===== config.mk =====
export PLATFORM = sky130hd
export DESIGN_NAME = klotski_grid_encoder
export DESIGN_NICKNAME = d
export VERILOG_FILES = /design/src/rtl/klotski_grid_encoder.sv
export SDC_FILE = /design/constraint.sdc
export NUM_CORES = 1
export LEC_CHECK = 0
export BUFFER_PORTS_ARGS = -buffer_cell sky130_fd_sc_hd__clkbuf_2
export CAP_MARGIN = 20
export CORE_MARGIN = 4
export CORE_UTILIZATION = 50
export CTS_CLUSTER_DIAMETER = 80
export DETAILED_ROUTE_END_ITERATION = 7
export PLACE_DENSITY = 0.83
export SLEW_MARGIN = 20
export SYNTH_ARGS = -nofsm -noshare
export SYNTH_HDL_FRONTEND = slang
export SYNTH_SLANG_ARGS = --single-unit

===== constraint.sdc =====
create_clock -name i_Clk -period 3.95 [get_ports i_Clk]
set_clock_uncertainty 0.2 [all_clocks]
set_input_delay 0.79 -clock i_Clk [delete_from_list [all_inputs] [get_ports i_Clk]]
set_output_delay 0.79 -clock i_Clk [all_outputs]
set_load 0.02 [all_outputs]

===== src/rtl/klotski_grid_encoder.sv =====
// Klotski board pixel source: draws the 64-bit block order as an 8x8 grid of red cells on 800x600 VGA timing.
// Optional macro GRID_OVERLAY_EN adds green tile outlines without touching the red channel.
module klotski_grid_encoder #(
    parameter int          H_SYNC_TOTAL = 1056,
    parameter int          V_SYNC_TOTAL = 628,
    parameter int          LEFT_ORIGIN  = 155,
    parameter int          UP_ORIGIN    = 46,
    parameter int          CELL_W       = 70,
    parameter int          CELL_H       = 68,
    parameter logic [23:0] ON_COLOR     = 24'hFF0000,
    parameter logic [23:0] OFF_COLOR    = 24'h000000,
    parameter logic [23:0] BG_COLOR     = 24'h000000
) (
    input  logic        i_Clk,
    input  logic        i_rst_n,
    input  logic        i_Load,
    input  logic [63:0] i_block_order,
    input  logic [12:0] i_H_Counter,
    input  logic [12:0] i_V_Counter,
    output logic [7:0]  o_Red,
    output logic [7:0]  o_Green,
    output logic [7:0]  o_Blue,
    output logic        o_busy,
    output logic        o_frame_done
);

    localparam logic [12:0] HLast    = 13'(H_SYNC_TOTAL - 1);
    localparam logic [12:0] VLast    = 13'(V_SYNC_TOTAL - 1);
    localparam logic [12:0] HOrigin  = 13'(LEFT_ORIGIN);
    localparam logic [12:0] VOrigin  = 13'(UP_ORIGIN);
    localparam logic [6:0]  SubWLast = 7'(CELL_W - 1);
    localparam logic [6:0]  SubHLast = 7'(CELL_H - 1);
    localparam logic [3:0]  IdxOut   = 4'd8;

    typedef enum logic [1:0] {S_IDLE, S_WAIT_FRAME, S_ACTIVE} state_e;

    state_e      state_q, state_d;
    logic        frameStart, renderEn;
    logic [63:0] shadow_q, active_q;

    logic [6:0]  colSub_q, colSub_d, colSubCur;
    logic [3:0]  colIdx_q, colIdx_d, colIdxCur;
    logic [6:0]  rowSub_q, rowSub_d, rowSubCur;
    logic [3:0]  rowIdx_q, rowIdx_d, rowIdxCur;

    logic        inGrid_q, render_q, last_q;
    logic [5:0]  cellSel_q;
    logic [5:0]  bitSel;
    logic [23:0] pixel_d, rgb_q;
`ifdef GRID_OVERLAY_EN
    logic        outline_q;
`endif

    assign frameStart = (i_H_Counter == 13'd0) && (i_V_Counter == 13'd0);

    always_ff @(posedge i_Clk or negedge i_rst_n) begin
        if (!i_rst_n) state_q <= S_IDLE;
        else          state_q <= state_d;
    end

    always_comb begin
        state_d = state_q;
        case (state_q)
            S_IDLE:       if (i_Load) state_d = S_WAIT_FRAME;
            S_WAIT_FRAME: if (frameStart) state_d = S_ACTIVE;
            S_ACTIVE:     state_d = S_ACTIVE;
            default:      state_d = S_IDLE;
        endcase
    end

    always_comb begin
        o_busy   = (state_q != S_IDLE);
        renderEn = (state_q == S_ACTIVE);
    end

    // Active order only changes on the frame-start pixel, so a frame never tears.
    always_ff @(posedge i_Clk or negedge i_rst_n) begin
        if (!i_rst_n) begin
            shadow_q <= '0;
            active_q <= '0;
        end else begin
            if (i_Load) shadow_q <= i_block_order;
            if (frameStart && (state_q != S_IDLE)) active_q <= shadow_q;
        end
    end

    // The stored counters predict the next pixel/line; the origin compare overrides them.
    always_comb begin
        colSubCur = (i_H_Counter == HOrigin) ? 7'd0 : colSub_q;
        colIdxCur = (i_H_Counter == HOrigin) ? 4'd0 : colIdx_q;
        colSub_d  = colSubCur + 7'd1;
        colIdx_d  = colIdxCur;
        if (colIdxCur >= IdxOut) begin
            colSub_d = '0;
            colIdx_d = IdxOut;
        end else if (colSubCur == SubWLast) begin
            colSub_d = '0;
            colIdx_d = colIdxCur + 4'd1;
        end

        rowSubCur = (i_V_Counter == VOrigin) ? 7'd0 : rowSub_q;
        rowIdxCur = (i_V_Counter == VOrigin) ? 4'd0 : rowIdx_q;
        rowSub_d  = rowSubCur + 7'd1;
        rowIdx_d  = rowIdxCur;
        if (rowIdxCur >= IdxOut) begin
            rowSub_d = '0;
            rowIdx_d = IdxOut;
        end else if (rowSubCur == SubHLast) begin
            rowSub_d = '0;
            rowIdx_d = rowIdxCur + 4'd1;
        end
    end

    always_ff @(posedge i_Clk or negedge i_rst_n) begin
        if (!i_rst_n) begin
            colSub_q <= '0;
            colIdx_q <= IdxOut;
            rowSub_q <= '0;
            rowIdx_q <= IdxOut;
        end else begin
            colSub_q <= colSub_d;
            colIdx_q <= colIdx_d;
            if (i_H_Counter == HLast) begin
                rowSub_q <= rowSub_d;
                rowIdx_q <= rowIdx_d;
            end
        end
    end

    always_ff @(posedge i_Clk or negedge i_rst_n) begin
        if (!i_rst_n) begin
            inGrid_q  <= 1'b0;
            render_q  <= 1'b0;
            last_q    <= 1'b0;
            cellSel_q <= '0;
`ifdef GRID_OVERLAY_EN
            outline_q <= 1'b0;
`endif
        end else begin
            inGrid_q  <= (colIdxCur < IdxOut) && (rowIdxCur < IdxOut);
            render_q  <= renderEn;
            last_q    <= renderEn && (i_H_Counter == HLast) && (i_V_Counter == VLast);
            cellSel_q <= {rowIdxCur[2:0], colIdxCur[2:0]};
`ifdef GRID_OVERLAY_EN
            outline_q <= (colIdxCur[0] && (colSubCur == SubWLast)) ||
                         (rowIdxCur[0] && (rowSubCur == SubHLast));
`endif
        end
    end

    // Tile t=4j+k sits at bits [63-4t -: 4]; inverting {j,k,rowLsb,colLsb} yields the bit index.
    always_comb begin
        bitSel  = ~{cellSel_q[5:4], cellSel_q[2:1], cellSel_q[3], cellSel_q[0]};
        pixel_d = BG_COLOR;
        if (render_q && inGrid_q) begin
            pixel_d = active_q[bitSel] ? ON_COLOR : OFF_COLOR;
`ifdef GRID_OVERLAY_EN
            if (outline_q) pixel_d[15:8] = 8'h80;
`endif
        end
    end

    always_ff @(posedge i_Clk or negedge i_rst_n) begin
        if (!i_rst_n) begin
            rgb_q        <= '0;
            o_frame_done <= 1'b0;
        end else begin
            rgb_q        <= pixel_d;
            o_frame_done <= last_q;
        end
    end

    assign o_Red   = rgb_q[23:16];
    assign o_Green = rgb_q[15:8];
    assign o_Blue  = rgb_q[7:0];

endmodule


==> flow_summary_export.csv, run 1 <==
group,metric,value,unit
timing,tns,0,ps
setup_path,setup.worst_path.end_class,"register",
placed_design,dpl.hpwl,9.91,mm
timing,final_hold_violation_count,0,
yosys,ys_dominant_reg_cell,"sky130_fd_sc_hd__dfrtp_1",
pwr,total_power,0.00411,W
floorplanning,design.die.area,17000,µm²
cts,ctsHoldBuffers,0,
setup_path,cp_top_family,"simple AND/OR/NAND/NOR gates",
grt,first_global_vias,4756,
yosys,syn-instance-count,508,
floorplanning,floorplan.core_area,14600,µm²
cells_and_area,area_growth_syn_to_layout,16.1,%
yosys,post_synth_main_area_contributors,"sky130_fd_sc_hd__dfrtp_1 54%, sky130_fd_sc_hd__mux2_4 12%, sky130_fd_sc_hd__mux2_2 11%",
setup_path,worst-setup-path-type,"input pin to register",
cts,clk_path_buf_depth,2,
yosys,async_flop_share,100,%
cells_and_area,fill_cells,1078,
cts,cts.clk_slew.worst_paths,60,ps
placed_design,post-place-cells,772,
timing,share_of_the_cycle_needed_by_the_critical_path_after_routing,82.3,%
placed_design,port-buffer-count,102,
grt,grt_overflow,0,
cells_and_area,nets,709,
routing,wl,14.3,mm
floorplanning,top_level_ports,119,
grt,antenna_found_initial,0,
setup_path,cpPeakStageDelay,560,ps
routing,drt_drc_violations_left,0,
setup_path,worst-path-buf-inv,3,
routing,drt.antenna.violating_nets,0,
setup_path,cp_common_cell,"sky130_fd_sc_hd__nor3_1",
cts,cts.repair_timing.setup_buffer_count,0,
pwr,static_power_due_to_leakage,4.08,nW
floorplanning,floorplan.rows,44,
timing,worst_pin_slew,957,ps
placed_design,gp_congestion,0.767,
yosys,synth_seq_cells,163,
yosys,syn-mean-instance-area,14.8,µm²
timing,report.final.slew_viol_count,0,
setup_path,worstPathMaxFanout,9,
pwr,pwr_density_cell,473,nW/µm²
setup_path,worst-r2r-setup-slack,1450,ps
cts,cts_num_sinks,163,
min_path,hold_class,"input pin to async pin",
yosys,netlist.top_cell.by_area,"sky130_fd_sc_hd__dfrtp_1",
cts,cts_tree,"built",
cts,cts_root_buffer,"sky130_fd_sc_hd__clkbuf_16",
status,run_status,"complete, no violations",
pwr,vdd_ir_drop_max,0.000335,V
floorplanning,fp.dieW,130,µm
setup_path,critPathArrivalTime,3390,ps
timing,max_freq,308,MHz
yosys,area_share_of_the_leading_cell_type_in_the_synthesized_netlist,53.8,%
cts,clock_tree.htree_level_count,4,
setup_path,worstPathCellList,"clkbuf_2 -> or4_1 -> nor3_1 -> nand3_1 -> and2_1 -> inv_1 -> ha_1 -> nand4bb_1 -> nor3b_1 -> buf_4 -> nand2_1 -> xor2_1 -> nor3_1",
yosys,post_synth_edffs,0,
routing,wl_per_cell,17.8,µm
cts,cts-resized-gates,0,
timing,finalSetupViolCount,0,
routing,drt-initial-drc-count,225,
cells_and_area,antennaDiodeCount,0,
setup_path,max_stage_delay_cell_worst_path,"sky130_fd_sc_hd__or4_1",
cts,cts_buffers,17,
timing,unrepaired_setup_endpoints_after_global_routing,"no",
grt,gr-usage-all-layers,18.1,%
grt,grt_first_pass_wirelength,23.6,mm
grt,grt_max_degree,71,
routing,vias,4351,
yosys,yosysUniqueCellTypes,50,
routing,vias_per_cell,5.42,
cells_and_area,final_cell_count_no_fill,803,
yosys,ys_seq_area_share,54.5,%
setup_path,worstPathRequired,4090,ps
routing,detail_route.first_pass.iterations,4,
cells_and_area,drive_gt1_share,47.5,%
cells_and_area,commonest_non_fill_non_tap_cells_in_the_layout,"161 x sky130_fd_sc_hd__dfrtp_1, 100 x sky130_fd_sc_hd__clkbuf_2, 71 x sky130_fd_sc_hd__mux2_2",
timing,final.min_clock_period,3250,ps
run,cap_violations,0,
floorplanning,initial_core_utilization,51.4,%
setup_path,worst_setup_path_start_kind,"input pin",
yosys,synthesis.yosys.warnings,0,
cts,clock_insertion_delay_worst_skew,430,ps
yosys,mappedNetlistArea,7490,µm²
timing,slew-limit-headroom,36.2,%
cells_and_area,layout_commonest_cell,"sky130_fd_sc_hd__dfrtp_1",
floorplanning,floorplan.die.height,130,µm
## path summary, 6_finish.rpt
check	startpoint	endpoint	cells after the start
max	i_H_Counter[9]	colIdx_q[2]$_DFF_PN0_	13
min	i_rst_n	shadow_q[60]$_DFFE_PN0P_	1
max reg2reg	cellSel_q[3]$_DFF_PN0_	rgb_q[22]$_DFF_PN0_	6
min reg2reg	last_q$_DFF_PN0_	o_frame_done$_DFF_PN0_	0
max in group asynchronous	i_rst_n	colIdx_q[3]$_DFF_PN1_	2
min in group i_Clk	last_q$_DFF_PN0_	o_frame_done$_DFF_PN0_	0
## cells in the mapped netlist (all sizes together), types with 2 or more instances
library cell	count
a211oi	2
a21o	2
a32o	2
and2	6
and3	4
buf	32
clkbuf	14
dfrtp	161
dfstp	2
ha	9
inv	5
mux2	131
mux2i	6
mux4	17
nand2	12
nand3	11
nand4	4
nor2	20
nor2b	5
nor3	11
nor3b	3
nor4	3
o21ai	15
o31ai	2
or4	5
xnor2	3
xor2	3
## per-stage QoR
step	setup WS (ps)	util (%)	instance area, µm²	hold slack [ps]
after floorplan	420	-	7550	131
after global placement	416	55.3	8060	144
after detailed placement	331	55.3	8060	137
after CTS	755	59.6	8700	148
after global routing	492	59.6	8700	174
final	699	59.6	8700	122
## cell families after synthesis
family | synth area share, %
and+or+nand+nor | 6.91
other | 0.0500
adders and majority gates | 1.50
buffers and inverters | 5.01
muxes | 28.6
xor gates and xnor gates | 0.701
AOI/OAI and AO/OA | 2.76
DFF | 54.5
## final cells by class
| type | count | area [µm²] | share of cell area (%) |
|---|---|---|---|
| clock buffer | 22 | 454 | 5.22 |
| clock inverter | 9 | 179 | 2.06 |
| inverter | 5 | 18.8 | 0.216 |
| timing repair buffer | 111 | 634 | 7.29 |
| multi-input combinational | 309 | 3100 | 35.6 |
| sequential | 163 | 4080 | 46.9 |
| tap | 184 | 230 | 2.65 |
## routing by layer
metal | up-vias | part of all wire (%) | GRT usage, %
met5 | - | 0 | 0
met1 | 2198 | 43 | 23.6
met3 | 23 | 5.7 | 4.07
met2 | 133 | 49 | 29.7
li1 | 1997 | - | -
met4 | 0 | 1.7 | 7.38
## state kept, by name (all words and copies together) (netlist names)
| register | cells |
|---|---|
| colIdx_q | 4 |
| last_q | 1 |
| rowIdx_q | 4 |
| shadow_q | 64 |
| state_q | 2 |
| rowSub_q | 7 |
| rgb_q | 1 |
| active_q | 64 |
| render_q | 1 |
| colSub_q | 7 |
| inGrid_q | 1 |
| o_frame_done | 1 |
| cellSel_q | 6 |
## report_power, final
part | internal (W) | total, W | switching (W)
Clock | 0.00113 | 0.00178 | 0.000641
Sequential | 0.00180 | 0.00194 | 0.000138
Combinational | 0.000212 | 0.000402 | 0.000189
Total | 0.00314 | 0.00411 | 0.000969
Power figures use the tool's default switching activity.
==> inputs of run 2 (changes only) <==
--- a/config.mk
+++ b/config.mk
@@ -5,13 +5,14 @@
 export SDC_FILE = /design/constraint.sdc
 export NUM_CORES = 1
 export LEC_CHECK = 0
+export ABC_AREA = 1
 export BUFFER_PORTS_ARGS = -buffer_cell sky130_fd_sc_hd__clkbuf_2
 export CAP_MARGIN = 20
 export CORE_MARGIN = 4
 export CORE_UTILIZATION = 50
 export CTS_CLUSTER_DIAMETER = 80
 export DETAILED_ROUTE_END_ITERATION = 7
-export PLACE_DENSITY = 0.83
+export PLACE_DENSITY = 0.86
 export SLEW_MARGIN = 20
 export SYNTH_ARGS = -nofsm -noshare
 export SYNTH_HDL_FRONTEND = slang
==> constraint.sdc (replaced) <==
create_clock -name i_Clk -period 2.6 [get_ports i_Clk]
set_clock_uncertainty 0.2 [all_clocks]
set_input_delay 0.52 -clock i_Clk [delete_from_list [all_inputs] [get_ports i_Clk]]
set_output_delay 0.52 -clock i_Clk [all_outputs]
set_load 0.02 [all_outputs]
==> run 2 against run 1 <==
- non-clock buffer count increased by 9
- utilization decreased by 0.40 points
- clock-buffer cell count decreased by 1
- critical endpoint is now o_busy
==> flow_summary_export.csv, run 2 <==
group,metric,value,unit
routing,wl_per_cell,14.2,µm
status,run_status,"complete, no violations",
min_path,hold_class,"input pin to register",
pwr,comb_power_share,14.1,%
yosys,ys_dominant_reg_cell,"sky130_fd_sc_hd__dfrtp_1",
timing,final_hold_violation_count,0,
timing,setup_ws,206,ps
setup_path,launch_point_of_the_critical_path,"state_q[0]$_DFFE_PN0P_",
pwr,p_int,0.00424,W
routing,vias_per_cell,5.11,
timing,worst_pin_slew,679,ps
yosys,yosysMostFrequentCell,"sky130_fd_sc_hd__nand2_1",
setup_path,setup.worst_path.end_class,"primary output",
cells_and_area,fill_cells,1233,
pwr,total_power,0.00585,W
pwr,p_seq_share,47.9,%
cells_and_area,multiInputGateArea,2830,µm²
placed_design,dpl_worst_slack,-19.7,ps
timing,slew-limit-headroom,54.7,%
grt,grt_overflow,0,
cts,cts.clk_slew.worst_paths,60,ps
timing,finalSetupViolCount,0,
cells_and_area,antennaDiodeCount,0,
setup_path,worst-setup-path-type,"register to primary output",
routing,drt-initial-drc-count,478,
setup_path,critPathArrivalTime,1670,ps
routing,vias,5944,
floorplanning,floorplan.die.height,131,µm
setup_path,worstPathRequired,1880,ps
cells_and_area,layout.area.seq,4080,µm²
timing,share_of_the_cycle_needed_by_the_critical_path_after_routing,92.1,%
yosys,synth_seq_cells,163,
pwr,pwr_density_cell,675,nW/µm²
setup_path,worstPathMaxFanout,15,
routing,detail_route.first_pass.iterations,4,
yosys,async_flop_share,100,%
floorplanning,initial_core_utilization,51.4,%
pwr,static_power_due_to_leakage,4.46,nW
routing,drt_drc_violations_left,0,
placed_design,gp_congestion,0.856,
pwr,clock_power_share,38.0,%
yosys,post_synth_edffs,0,
floorplanning,floorplan.rows,44,
timing,max_freq,418,MHz
floorplanning,design.die.area,17100,µm²
timing,final.min_clock_period,2390,ps
yosys,yosysUniqueCellTypes,30,
routing,wl,16.5,mm
timing,unrepaired_setup_endpoints_after_global_routing,"no",
yosys,post_synth_main_area_contributors,"sky130_fd_sc_hd__dfrtp_1 54%, sky130_fd_sc_hd__nand2_1 14%, sky130_fd_sc_hd__nand3_1 7.0%",
grt,gr-usage-all-layers,20.6,%
timing,whs,96.0,ps
yosys,area_share_of_the_leading_cell_type_in_the_synthesized_netlist,53.5,%
cts,clk_path_buf_depth,2,
pwr,sw_frac_of_total,27.5,%
yosys,ys_seq_area_share,54.2,%
min_path,hold_path_startpoint,"i_block_order[3]",
grt,grt_max_degree,100,
yosys,synth.top_cells.by_count,"271 x sky130_fd_sc_hd__nand2_1, 161 x sky130_fd_sc_hd__dfrtp_1, 105 x sky130_fd_sc_hd__nand3_1, 79 x sky130_fd_sc_hd__inv_1, 53 x sky130_fd_sc_hd__o21ai_0",
pwr,p_switching,0.00161,W
yosys,synthesis.yosys.warnings,0,
cells_and_area,drive_gt1_share,18.9,%
cells_and_area,nets,1071,
floorplanning,fp.dieW,131,µm
grt,grt_first_pass_wirelength,27.7,mm
cells_and_area,reg_top3,"active_q (64), shadow_q (64)",
cts,clock_tree.htree_level_count,4,
floorplanning,top_level_ports,119,
cts,cts_root_buffer,"sky130_fd_sc_hd__clkbuf_16",
cells_and_area,area_growth_syn_to_layout,15.2,%
cts,clock_insertion_delay_worst_skew,430,ps
yosys,syn-mean-instance-area,8.57,µm²
grt,first_global_vias,5984,
placed_design,dpl.hpwl,10.9,mm
floorplanning,floorplan.core_area,14600,µm²
grt,antenna_found_initial,0,
cells_and_area,layout_commonest_cell,"sky130_fd_sc_hd__nand2_1",
cts,cts_buffers,17,
pwr,vdd_ir_drop_max,0.000492,V
yosys,netlist.top_cell.by_area,"sky130_fd_sc_hd__dfrtp_1",
yosys,mappedNetlistArea,7530,µm²
cells_and_area,commonest_non_fill_non_tap_cells_in_the_layout,"271 x sky130_fd_sc_hd__nand2_1, 161 x sky130_fd_sc_hd__dfrtp_1, 105 x sky130_fd_sc_hd__nand3_1",
routing,drt.antenna.violating_nets,0,
cts,cts_num_sinks,163,
placed_design,port-buffer-count,102,
setup_path,worst_r2r_startpoint,"state_q[0]$_DFFE_PN0P_",
timing,report.final.slew_viol_count,0,
run,cap_violations,0,
yosys,syn-instance-count,878,
setup_path,worst_setup_path_start_kind,"register",
cts,cts_tree,"built",
run 2: cell count changes in the layout (fill, tap and decap cells not counted), sizes merged, moves of 7 or more:
cell / previous run / this run
nand2: 12 / 274
mux2: 131 / 30
nand3: 11 / 105
inv: 5 / 81
o21ai: 15 / 83
mux4: 17 / 0
nor2: 20 / 35
buf: 11 / 19
a21oi: 1 / 8
run 2: timing repair:
item                                   4_1_cts  5_1_grt
endpoints found under the hold margin       37        0
hold buffers                                 1        0
gates resized for setup                      0        1
setup buffers                                0        0
setup endpoints to repair                    0        1
run 2: logic make-up after synthesis:
group           share of synthesized area (%)
compound gates                           6.13
xor+xnor                                0.233
fa+ha+maj                                1.50
buf+inv                                  8.93
flops                                    54.2
mux                                      4.49
other cells                            0.0498
simple gates                             24.4
run 2: metrics by stage:
step,setup TNS (ps),std cells,utilization (%),cell area [µm²]
after floorplan,0,893,-,7580
after global placement,0,1133,55.6,8140
after detailed placement,-37.0,1133,55.6,8140
after CTS,0,1163,59.2,8670
after global routing,0,1163,59.2,8670
final,0,1163,59.2,8670
run 2: worst paths after layout:
check | to | slack (ps) | cells past startpoint
max in group asynchronous | colIdx_q[3]$_DFF_PN1_ | 1160 | 3
worst max-delay path | o_busy | 210 | 4
worst min-delay path | shadow_q[3]$_DFFE_PN0P_ | 100 | 3
min in group asynchronous | shadow_q[4]$_DFFE_PN0P_ | 370 | 2
worst max register to register | active_q[17]$_DFFE_PN0P_ | 550 | 7
worst min register to register | o_frame_done$_DFF_PN0_ | 150 | 0
run 2: power groups by stage:
stage          combinational, W  clock [W]  sequential, W
6_report               0.000823    0.00222        0.00281
5_1_grt                0.000946    0.00236        0.00283
4_1_cts                0.000828    0.00225        0.00280
3_5_place_dp           0.000819          0        0.00285
3_3_place_gp           0.000791          0        0.00284
2_1_floorplan          0.000548          0        0.00282
run 2: metal layers:
metal / global-route usage [%] / share of wire (%) / up-vias / routed length [µm]
met2: 33.7 / 51 / 152 / 8400
met3: 4.55 / 4.9 / 23 / 812
li1: - / - / 2950 / -
met5: 0 / 0 / - / 0
met4: 7.80 / 1.9 / 0 / 313
met1: 27.1 / 42 / 2819 / 6980
run 2: critical path, stage by stage (launching register included):
cell,delay [ps]
sky130_fd_sc_hd__dfrtp_1,400
sky130_fd_sc_hd__inv_1,120
sky130_fd_sc_hd__ha_1,200
sky130_fd_sc_hd__clkinvlp_4,270
sky130_fd_sc_hd__clkbuf_2,250
run 2: layout make-up:
cell class | count | share of cell area (%)
tap | 184 | 2.65
clock inverter | 8 | 0.649
sequential | 163 | 47.1
inverter | 81 | 3.55
clock buffer | 21 | 5.31
multi-input combinational | 586 | 32.6
timing repair buffer | 120 | 8.15
